`src/rtl/uart_tx_sequencer.sv`:
```
// UART transmit sequencer: pops characters from a TX FIFO and serialises each
// one as a frame of start bit, DATA_WIDTH data bits (LSB first) and stop bit.
module uart_tx_sequencer #(
  parameter int DATA_WIDTH = 8,
  parameter int DIV_WIDTH  = 16
) (
  input  logic                  i_clk,
  input  logic                  i_reset_w,
  input  logic                  i_enable_w,
  input  logic [DIV_WIDTH-1:0]  i_baud_div_w,
  input  logic                  i_fifo_empty_w,
  input  logic [DATA_WIDTH-1:0] i_fifo_data_w,
  output logic                  o_fifo_read_w,
  output logic                  o_tx_w,
  output logic                  o_busy_w,
  output logic                  o_done_w
);

  localparam int BIT_W = $clog2(DATA_WIDTH + 1);
  localparam logic [BIT_W-1:0] LAST_BIT = BIT_W'(DATA_WIDTH - 1);

  typedef enum logic [2:0] {
    S_IDLE  = 3'd0,
    S_POP   = 3'd1,
    S_LOAD  = 3'd2,
    S_START = 3'd3,
    S_DATA  = 3'd4,
    S_STOP  = 3'd5
  } state_t;

  state_t                state_q, state_d;
  logic [DATA_WIDTH-1:0] shift_q, shift_d;
  logic [DIV_WIDTH-1:0]  div_q, div_d;
  logic [DIV_WIDTH-1:0]  baud_q, baud_d;
  logic [BIT_W-1:0]      bit_q, bit_d;
  logic                  tx_q, tx_d;
  logic                  bit_end_s;
  logic                  start_ok_s;

  assign bit_end_s  = (baud_q == div_q);
  assign start_ok_s = i_enable_w & ~i_fifo_empty_w;

  always_comb begin
    state_d = state_q;
    shift_d = shift_q;
    div_d   = div_q;
    baud_d  = baud_q;
    bit_d   = bit_q;
    case (state_q)
      S_IDLE: begin
        if (start_ok_s) state_d = S_POP;
        else            state_d = S_IDLE;
      end
      // FIFO read data becomes valid one cycle after the pop strobe.
      S_POP: state_d = S_LOAD;
      S_LOAD: begin
        shift_d = i_fifo_data_w;
        div_d   = i_baud_div_w;
        baud_d  = '0;
        bit_d   = '0;
        state_d = S_START;
      end
      S_START: begin
        if (bit_end_s) begin
          baud_d  = '0;
          state_d = S_DATA;
        end else begin
          baud_d  = baud_q + DIV_WIDTH'(1);
        end
      end
      S_DATA: begin
        if (bit_end_s) begin
          baud_d  = '0;
          shift_d = shift_q >> 1;
          bit_d   = bit_q + BIT_W'(1);
          if (bit_q == LAST_BIT) state_d = S_STOP;
          else                   state_d = S_DATA;
        end else begin
          baud_d  = baud_q + DIV_WIDTH'(1);
        end
      end
      S_STOP: begin
        if (bit_end_s) begin
          baud_d  = '0;
          state_d = start_ok_s ? S_POP : S_IDLE;
        end else begin
          baud_d  = baud_q + DIV_WIDTH'(1);
        end
      end
      default: state_d = S_IDLE;
    endcase
  end

  // The line level is computed from the next state so the flop presents it
  // in the same cycle the FSM enters each bit.
  always_comb begin
    case (state_d)
      S_START: tx_d = 1'b0;
      S_DATA:  tx_d = shift_d[0];
      default: tx_d = 1'b1;
    endcase
  end

  always_ff @(posedge i_clk or posedge i_reset_w) begin
    if (i_reset_w) begin
      state_q <= S_IDLE;
      shift_q <= '0;
      div_q   <= '0;
      baud_q  <= '0;
      bit_q   <= '0;
      tx_q    <= 1'b1;
    end else begin
      state_q <= state_d;
      shift_q <= shift_d;
      div_q   <= div_d;
      baud_q  <= baud_d;
      bit_q   <= bit_d;
      tx_q    <= tx_d;
    end
  end

  assign o_tx_w        = tx_q;
  assign o_fifo_read_w = (state_q == S_POP);
  assign o_busy_w      = (state_q != S_IDLE);
  assign o_done_w      = (state_q == S_STOP) && bit_end_s;

endmodule
```
`config.mk`:
```
export PLATFORM = sky130hd
export DESIGN_NAME = uart_tx_sequencer
export DESIGN_NICKNAME = d
export VERILOG_FILES = /design/src/rtl/uart_tx_sequencer.sv
export SDC_FILE = /design/constraint.sdc
export NUM_CORES = 1
export LEC_CHECK = 0
export ABC_AREA = 1
export CAP_MARGIN = 30
export CORE_ASPECT_RATIO = 0.9
export CORE_MARGIN = 2
export CORE_UTILIZATION = 55
export CTS_CLUSTER_DIAMETER = 50
export DETAILED_ROUTE_END_ITERATION = 6
export GPL_ROUTABILITY_DRIVEN = 0
export PLACE_DENSITY = 0.86
export SETUP_SLACK_MARGIN = 0.2
export SYNTH_ARGS = -nofsm -noshare
export SYNTH_HDL_FRONTEND = slang
export SYNTH_SLANG_ARGS = --single-unit
```
`constraint.sdc`:
```
create_clock -name i_clk -period 1.8 [get_ports i_clk]
set_input_delay 0.36 -clock i_clk [delete_from_list [all_inputs] [get_ports i_clk]]
set_output_delay 0.36 -clock i_clk [all_outputs]
set_load 0.1 [all_outputs]
```
==> results of run 1 <==
[metrics by stage]
stage / worst slack, ns / utilization / power (mW)
after floorplan: -0.277 / - / 2.93
after global placement: 0.0329 / 0.696 / 3.42
after detailed placement: -0.0207 / 0.696 / 3.49
after CTS: -0.301 / 0.810 / 4.58
after global routing: -0.469 / 0.864 / 5.43
final: -0.416 / 0.864 / 5.22
[synthesized netlist by cell type]
master	number	area, sq um
a21oi_1	3	15.0
a31o_2	1	8.76
buf_2	3	15.0
buf_4	1	7.51
clkbuf_1	2	7.51
clkinv_1	1	3.75
clkinv_4	1	8.76
dfrtp_1	47	1180
dfstp_2	1	26.3
ha_1	2	25.0
inv_1	47	176
inv_2	5	18.8
inv_4	1	6.26
nand2_1	113	424
nand2_2	2	12.5
nand2_4	3	33.8
nand3_1	22	110
nand3b_1	2	15.0
nand4_1	2	12.5
nor2_1	23	86.3
nor2_2	2	12.5
nor2_4	1	11.3
nor3_1	5	25.0
nor3_2	1	10.0
nor3_4	1	16.3
o211ai_1	1	7.51
o21ai_0	26	130
o21ai_1	3	15.0
o22ai_1	10	62.6
o22ai_2	1	12.5
o31ai_1	1	7.51
xnor2_1	1	8.76
xor2_1	8	70.1
[per-layer routing]
layer  track usage  share of wire
met3        0.0573           0.11
met5             0              0
met4         0.150          0.078
met1         0.368           0.35
met2         0.538           0.46
[cell type report]
type                       count  area share
timing repair buffer          85       0.226
clock buffer                   5      0.0177
sequential                    48       0.311
inverter                      55      0.0609
tap                           62      0.0200
multi-input combinational    234       0.352
clock inverter                 3      0.0123
[power breakdown]
group / switching, mW / internal [mW]
logic: 1.74 / 0.962
registers: 0.257 / 1.43
clock network: 0.406 / 0.419
[worst max-delay path, stage by stage, from the launching register on]
cell,delay [ns]
dfrtp_1,0.41
inv_1,0.09
nand2_1,0.08
nand2_1,0.09
nor2_1,0.14
nand2_1,0.12
nor2_4,0.17
nand2_4,0.08
nor3_4,0.15
buf_12,0.20
[layout by cell type (no fill, tap or decap), types with 6 or more instances in the layout]
master / netlist / layout
nand2_1: 113 / 103
dfrtp_1: 47 / 44
inv_1: 47 / 38
buf_4: 1 / 31
clkdlybuf4s50_1: 0 / 27
o21ai_0: 26 / 18
nand3_1: 22 / 18
buf_6: 0 / 18
nor2_1: 23 / 16
inv_2: 5 / 12
nand2_2: 2 / 9
xor2_1: 8 / 8
o21ai_1: 3 / 7
buf_12: 0 / 7
nor2_2: 2 / 6
o22ai_2: 1 / 6
[logic make-up after synthesis]
group                    Yosys count  synth area share
AO/OA/AOI/OAI                     46             0.100
XOR/XNOR                           9            0.0306
adder cells (fa/ha/maj)            2           0.00970
buffers and inverters             61            0.0946
flip-flops                        48             0.466
AND/OR/NAND/NOR                  177             0.298
[worst paths after layout]
| kind | startpoint | to | cells after the start | slack (ns) |
|---|---|---|---|---|
| setup / recovery | div_q[15] | o_done_w | 9 | -0.42 |
| hold / removal | i_reset_w | state_q[2] | 2 | 0.35 |
| setup reg to reg | div_q[15] | o_tx_w | 15 | -0.30 |
| hold reg to reg | shift_q[4] | shift_q[4] | 2 | 0.50 |
| max in group asynchronous | i_reset_w | baud_q[3] | 3 | 0.92 |
| min in group i_clk | shift_q[4] | shift_q[4] | 2 | 0.50 |
[flip-flops by register name, summed over array words and instances (netlist names)]
name	flops
baud_q	16
div_q	16
shift_q	8
bit_q	4
state_q	3
o_tx_w	1
[timing repair]
action / CTS / global route
endpoints found under the setup margin: 32 / 35
pin swaps: 8 / 11
gates cloned: 0 / 0
gates resized for setup: 53 / 43
buffers inserted: 27 / 12
==> impl_summary.md, run 1 <==
Min path
The path class of the tightest hold or removal check is primary input to async pin.

Drt
The total number of vias is 3,033. The final routed DRC violation total is 0. The detail route stage leaves a number of antenna-violating nets equal to 0.

The average via count per standard cell is 6.16. The starting DRC count in detailed routing is 453. The first detailed-routing pass ran for 7 iterations.

The total routed wirelength is 10000 um. After detailed routing, the average wire length per cell comes to 20.3 um.

CTS
The clock transition at the registers of the reported paths is 0.10 ns. The maximum level of the CTS H-tree is 2. The total CTS buffers is 5. The later pin in the worst-skew pair is clocked with a latency of 0.32 ns. In this run, post-CTS hold repair placed 0 buffers. The clock passes through at most 2 buffers.

The clock tree from TritonCTS is built. The root buffer cell chosen for the clock tree is clkbuf_8. The clock drives 48 sinks.

Timing
The setup total negative slack is -6.87 ns. The normalized max-slew margin is 0.727. The final count of hold timing violations came to 0.

The max-slew violation count came to 0. The clock skew is 0.0105 ns. In the finished design, the share of the clock period the worst path needs comes to 1.23. For the pin with the worst max-slew slack, the measured transition is 0.409 ns.

The clock period minus final worst setup slack is 2.22 ns. Setup repair after global routing could not meet its margin everywhere. The number of endpoints failing setup at the final stage is 32.

The final worst slack is -0.416 ns. Based on the critical path, the design can be clocked at up to 451 MHz. Hold is met by 0.351 ns.

Placed design
In this run, placement finished with an instance count of 445. During placement, the flow inserted port buffers numbering 31. The wire-length estimate of the detail-placed layout is 4120 um. The standard cell area after detailed placement is 0.00313 sq mm.

Final layout
The finished cells cover 0.00388 sq mm. The filler cell count in the final layout is 212. In the final layout, the multi-input gates occupy 0.00137 sq mm. The repair_antennas step left the layout with diodes totalling 0.

Leaving out filler cells and counting taps, the final layout contains 492. The final layout net count is 459. The layout cell share with drive strength beyond 1 is 0.314. Summing all flip-flop and latch instances after layout gives 0.00121 sq mm. The area added between synthesis and finish is 50.5%.

Critical path
The class of the most critical setup path is flop to output port. Along the worst path, the maximum fanout reaches 3. STA classifies the critical path startpoint as a flop. For the worst setup path, the data required time is 1.44 ns.

The worst setup path is captured at an output port. Data on the critical path arrives at its endpoint at 1.86 ns.

Floorplanning
The height of the die is 69.0 um. In this run the core area contains 23 standard-cell rows. The overall die area is 0.00525 sq mm. The die outline width is 76.2 um. The initial cell density of the core is 0.574.

The area of the core is 0.00449 sq mm. The number of ports placed on the die boundary is 32.

Outcome
The flow ran to the end, but the final reports show violations. The final reports fail on setup timing.

Global route
The initial antenna violation count is 0. The wire length of the first global-routing pass is 12,100 um. The number of global-route vias before repair is 2,568. Entering global routing, the biggest net connects 33 pins. The global route total overflow is 0. The global router's overall resource usage is 0.304.

Synthesis
After synthesis the cells add up to 0.00258 sq mm. The synthesized netlist contains 33 unique library cells. The average cell area after synthesis is 7.52 sq um.

The synthesized design contains 48 register bits. The register area share after synthesis is 0.466. During synthesis, Yosys emitted a total of 0 warnings. Counting every net in the synthesized netlist gives 373.

In the synthesized netlist, the number of instances is 343.

Pwr
Dividing total power by cell area gives a power density of 1350 mW/mm^2. The worst vdd rail ir drop is 0.900 mV. The total leakage power is 1.84 nW.

Job
Across the run, the number of max-cap violations was 0.
Note: power is estimated with default switching activity, not from simulation.
==> run 2: changes to the inputs <==
--- a/config.mk
+++ b/config.mk
@@ -6,7 +6,6 @@
 export NUM_CORES = 1
 export LEC_CHECK = 0
 export ABC_AREA = 1
-export CAP_MARGIN = 30
 export CORE_ASPECT_RATIO = 0.9
 export CORE_MARGIN = 2
 export CORE_UTILIZATION = 55
==> results of run 2 <==
The final DEF is identical to that of run 1; final timing and power are the same.
==> run 3: changes to the inputs <==
--- a/config.mk
+++ b/config.mk
@@ -7,7 +7,6 @@
 export LEC_CHECK = 0
 export ABC_AREA = 1
 export CORE_ASPECT_RATIO = 0.9
-export CORE_MARGIN = 2
 export CORE_UTILIZATION = 55
 export CTS_CLUSTER_DIAMETER = 50
 export DETAILED_ROUTE_END_ITERATION = 6
==> impl_summary.md, run 3 (same netlist as run 1, synthesis figures left out) <==
Pwr
The worst vdd rail ir drop is 0.908 mV (+0.83%). The post-route total power is 5.06 mW (-3.0%). The relative contribution of combinational cells to total power is 0.523 (+0.005). The switching power summed over all nets is 2.39 mW (-0.59%). The internal power summed over all cells is 2.67 mW (-5.0%). The part of the total power dissipated in the clock network was 0.139 (-0.019). The power density over cell area is 1340 mW/mm^2 (-0.32%). The portion of total power attributed to sequential cells came to 0.339 (+0.015). The total leakage power is 1.78 nW (-2.9%). The switching portion of total power is 0.472 (+0.0112).

Drt
The total routed wirelength came to 8860 um (-11%). The first-pass iteration count of the detailed router was 6 (-1). The amount of wire on met2 after detailed routing came to 4310 um (-6.6%). The met1 wire length came to 3220 um (-7.3%). The routed length on met3 is 807 um (-28%). The average via count per standard cell is 5.89 (-4.5%). The post-detailed-route wirelength per cell is 18.2 um (-10%). The total number of vias is 2,867 (-5.5%). The remaining antenna violation count is 0 (unchanged). The final routed DRC violation total is 0 (unchanged). The highest metal layer with signal wires is met4. The starting DRC count in detailed routing is 349 (-23%).

Timing
The max-slew violation count was 0 (unchanged). The actual slew at the worst max-slew pin was 0.286 ns (-0.122 ns). The highest attainable clock frequency came to 447 MHz (-0.96%).

The normalized max-slew margin is 0.808 (+0.0808). The clock period minus final worst setup slack is 2.24 ns (+0.0214 ns). The final worst-path cycle share was 1.24 (+0.0119). The final count of hold timing violations is 0 (unchanged). Setup repair after global routing could not meet its margin everywhere. The setup total negative slack is -5.07 ns (+1.80 ns). The final worst slack is -0.437 ns (-0.0214 ns). The number of endpoints failing setup at the final stage is 34 (+6.3%). The clock skew is 0.0186 ns (+0.00809 ns).

Final layout
The library cell used most frequently in the layout, excluding fill and tap cells, is nand2_1. The final layout net count came to 454 (-1.1%). The area added between synthesis and finish is 46.5%.

The count of antenna diodes in the layout is 0 (unchanged). The largest registers in the layout are baud_q (16), div_q (16), shift_q (8). The layout cell share with drive strength beyond 1 is 0.318 (+0.00369).

Leaving out fill and tap cells, the most frequent cells in the layout are 104 x nand2_1, 45 x dfrtp_1, 34 x inv_1.

CTS
TritonCTS built the clock tree. The clock transition at the registers of the reported paths is 0.11 ns (about the same). The count of hold-fix buffers inserted at cts is 0 (unchanged). The later-pin clock latency in the skew report is 0.32 ns (about the same). The number of sinks on the clock net is 48 (unchanged). The number of buffers between clock root and the deepest sink is 2 (unchanged). The cell chosen for the clock root is clkbuf_8.

The maximum level of the CTS H-tree is 2 (unchanged). The total CTS buffers was 5 (unchanged).

Floorplanning
The number of ports placed on the die boundary is 32 (unchanged). The die outline width was 74.2 um (-2.6%). The site row count is 23 (unchanged).

The overall die area is 0.00497 sq mm (-5.4%). The initial cell density of the core is 0.574 (unchanged). The height of the die is 67.0 um (-2.9%). The area of the core was 0.00449 sq mm (unchanged).

Critical path
The type of destination of the critical path is an output port. The sort of element at the start of the critical path is a flop. The depth of the worst register-to-register path came to 15 (unchanged).

The capture point of the worst reg-to-reg path is bit_q[3]. The startpoint identified for the worst register-to-register timing path is baud_q[0]. The worst path required time came to 1.44 ns (about the same). The data arrival time at the worst-slack endpoint is 1.88 ns (+0.02 ns). By startpoint and endpoint, the worst setup path is classified as flop to output port.

The reg2reg setup slack is -0.27 ns (+0.03 ns). The peak fanout along the critical path was 5 (+2).

Global route
The maximum number of pins on one net before global-route repair came to 49 (+48%). The initial antenna violation count came to 0 (unchanged). The global router's overall resource usage is 0.286 (-0.0174). The number of global-route vias before repair is 2,366 (-7.9%).

The wire length of the first global-routing pass is 10,400 um (-14%). The global route total overflow is 0 (unchanged).

Placed design
The worst slack at placement was 0.00690 ns (+0.0276 ns). The number of input and output port buffers inserted is 31 (unchanged). The detailed placer's ending HPWL is 3910 um (-5.1%).

Min path
The min-delay analysis places its worst path in the category primary input to async pin.

Outcome
The final reports fail on setup timing. The flow ran to the end, but the final reports show violations.

Job
The max-capacitance violation count came to 0 (unchanged).
-- run 3: critical path: stages (launching register included) --
cell,delay (ns)
dfrtp_1,0.46
inv_1,0.07
nand2_1,0.07
nand2_1,0.09
nor2_2,0.17
nand2_1,0.13
nor2_4,0.15
nand2_4,0.08
nor3_4,0.15
buf_12,0.20
-- run 3: cell type report --
type	count	area (sq um)
Clock buffer	5	68.8
Clock inverter	3	23.8
Fill cell	242	712
Inverter	55	231
Multi-Input combinational cell	234	1370
Sequential cell	48	1200
Tap cell	62	77.6
Timing Repair Buffer	80	805
-- run 3: per-stage QoR --
stage | hold slack [ns] | utilization | area (sq um) | instances
floorplan | 0.452 | - | 2600 | 343
global placement | 0.465 | 0.702 | 3150 | 448
detailed placement | 0.476 | 0.702 | 3150 | 448
CTS | 0.419 | 0.782 | 3510 | 481
global route | 0.414 | 0.841 | 3780 | 487
finish | 0.394 | 0.841 | 3780 | 487
-- run 3: how the worst max path moves through the flow --
stage | to | cells past startpoint | from
global placement | o_done_w | 9 | baud_q[9]
CTS | o_done_w | 9 | baud_q[7]
finish | o_done_w | 9 | baud_q[0]
global route | o_done_w | 9 | baud_q[0]
detailed placement | o_done_w | 9 | baud_q[13]
floorplan | o_done_w | 8 | baud_q[12]
-- run 3: power groups by stage --
stage               clock, mW  sequential, mW  combinational [mW]
floorplan                   0            1.70                1.23
global placement            0            1.65                1.78
detailed placement          0            1.66                1.84
CTS                     0.664            1.65                1.98
global route            0.747            1.74                2.85
finish                  0.702            1.71                2.65
-- run 3: layer usage --
metal  GRT usage  vias up
met4       0.161        0
li1            -     1243
met3      0.0484       62
met2       0.484      230
met1       0.343     1332
met5           0        -
-- run 3: repair_timing --
item | 4_1_cts | 5_1_grt
setup endpoints to repair | 19 | 46
pin swaps | 12 | 13
gates resized for setup | 29 | 64
buffers inserted | 25 | 6
cloned | 0 | 0
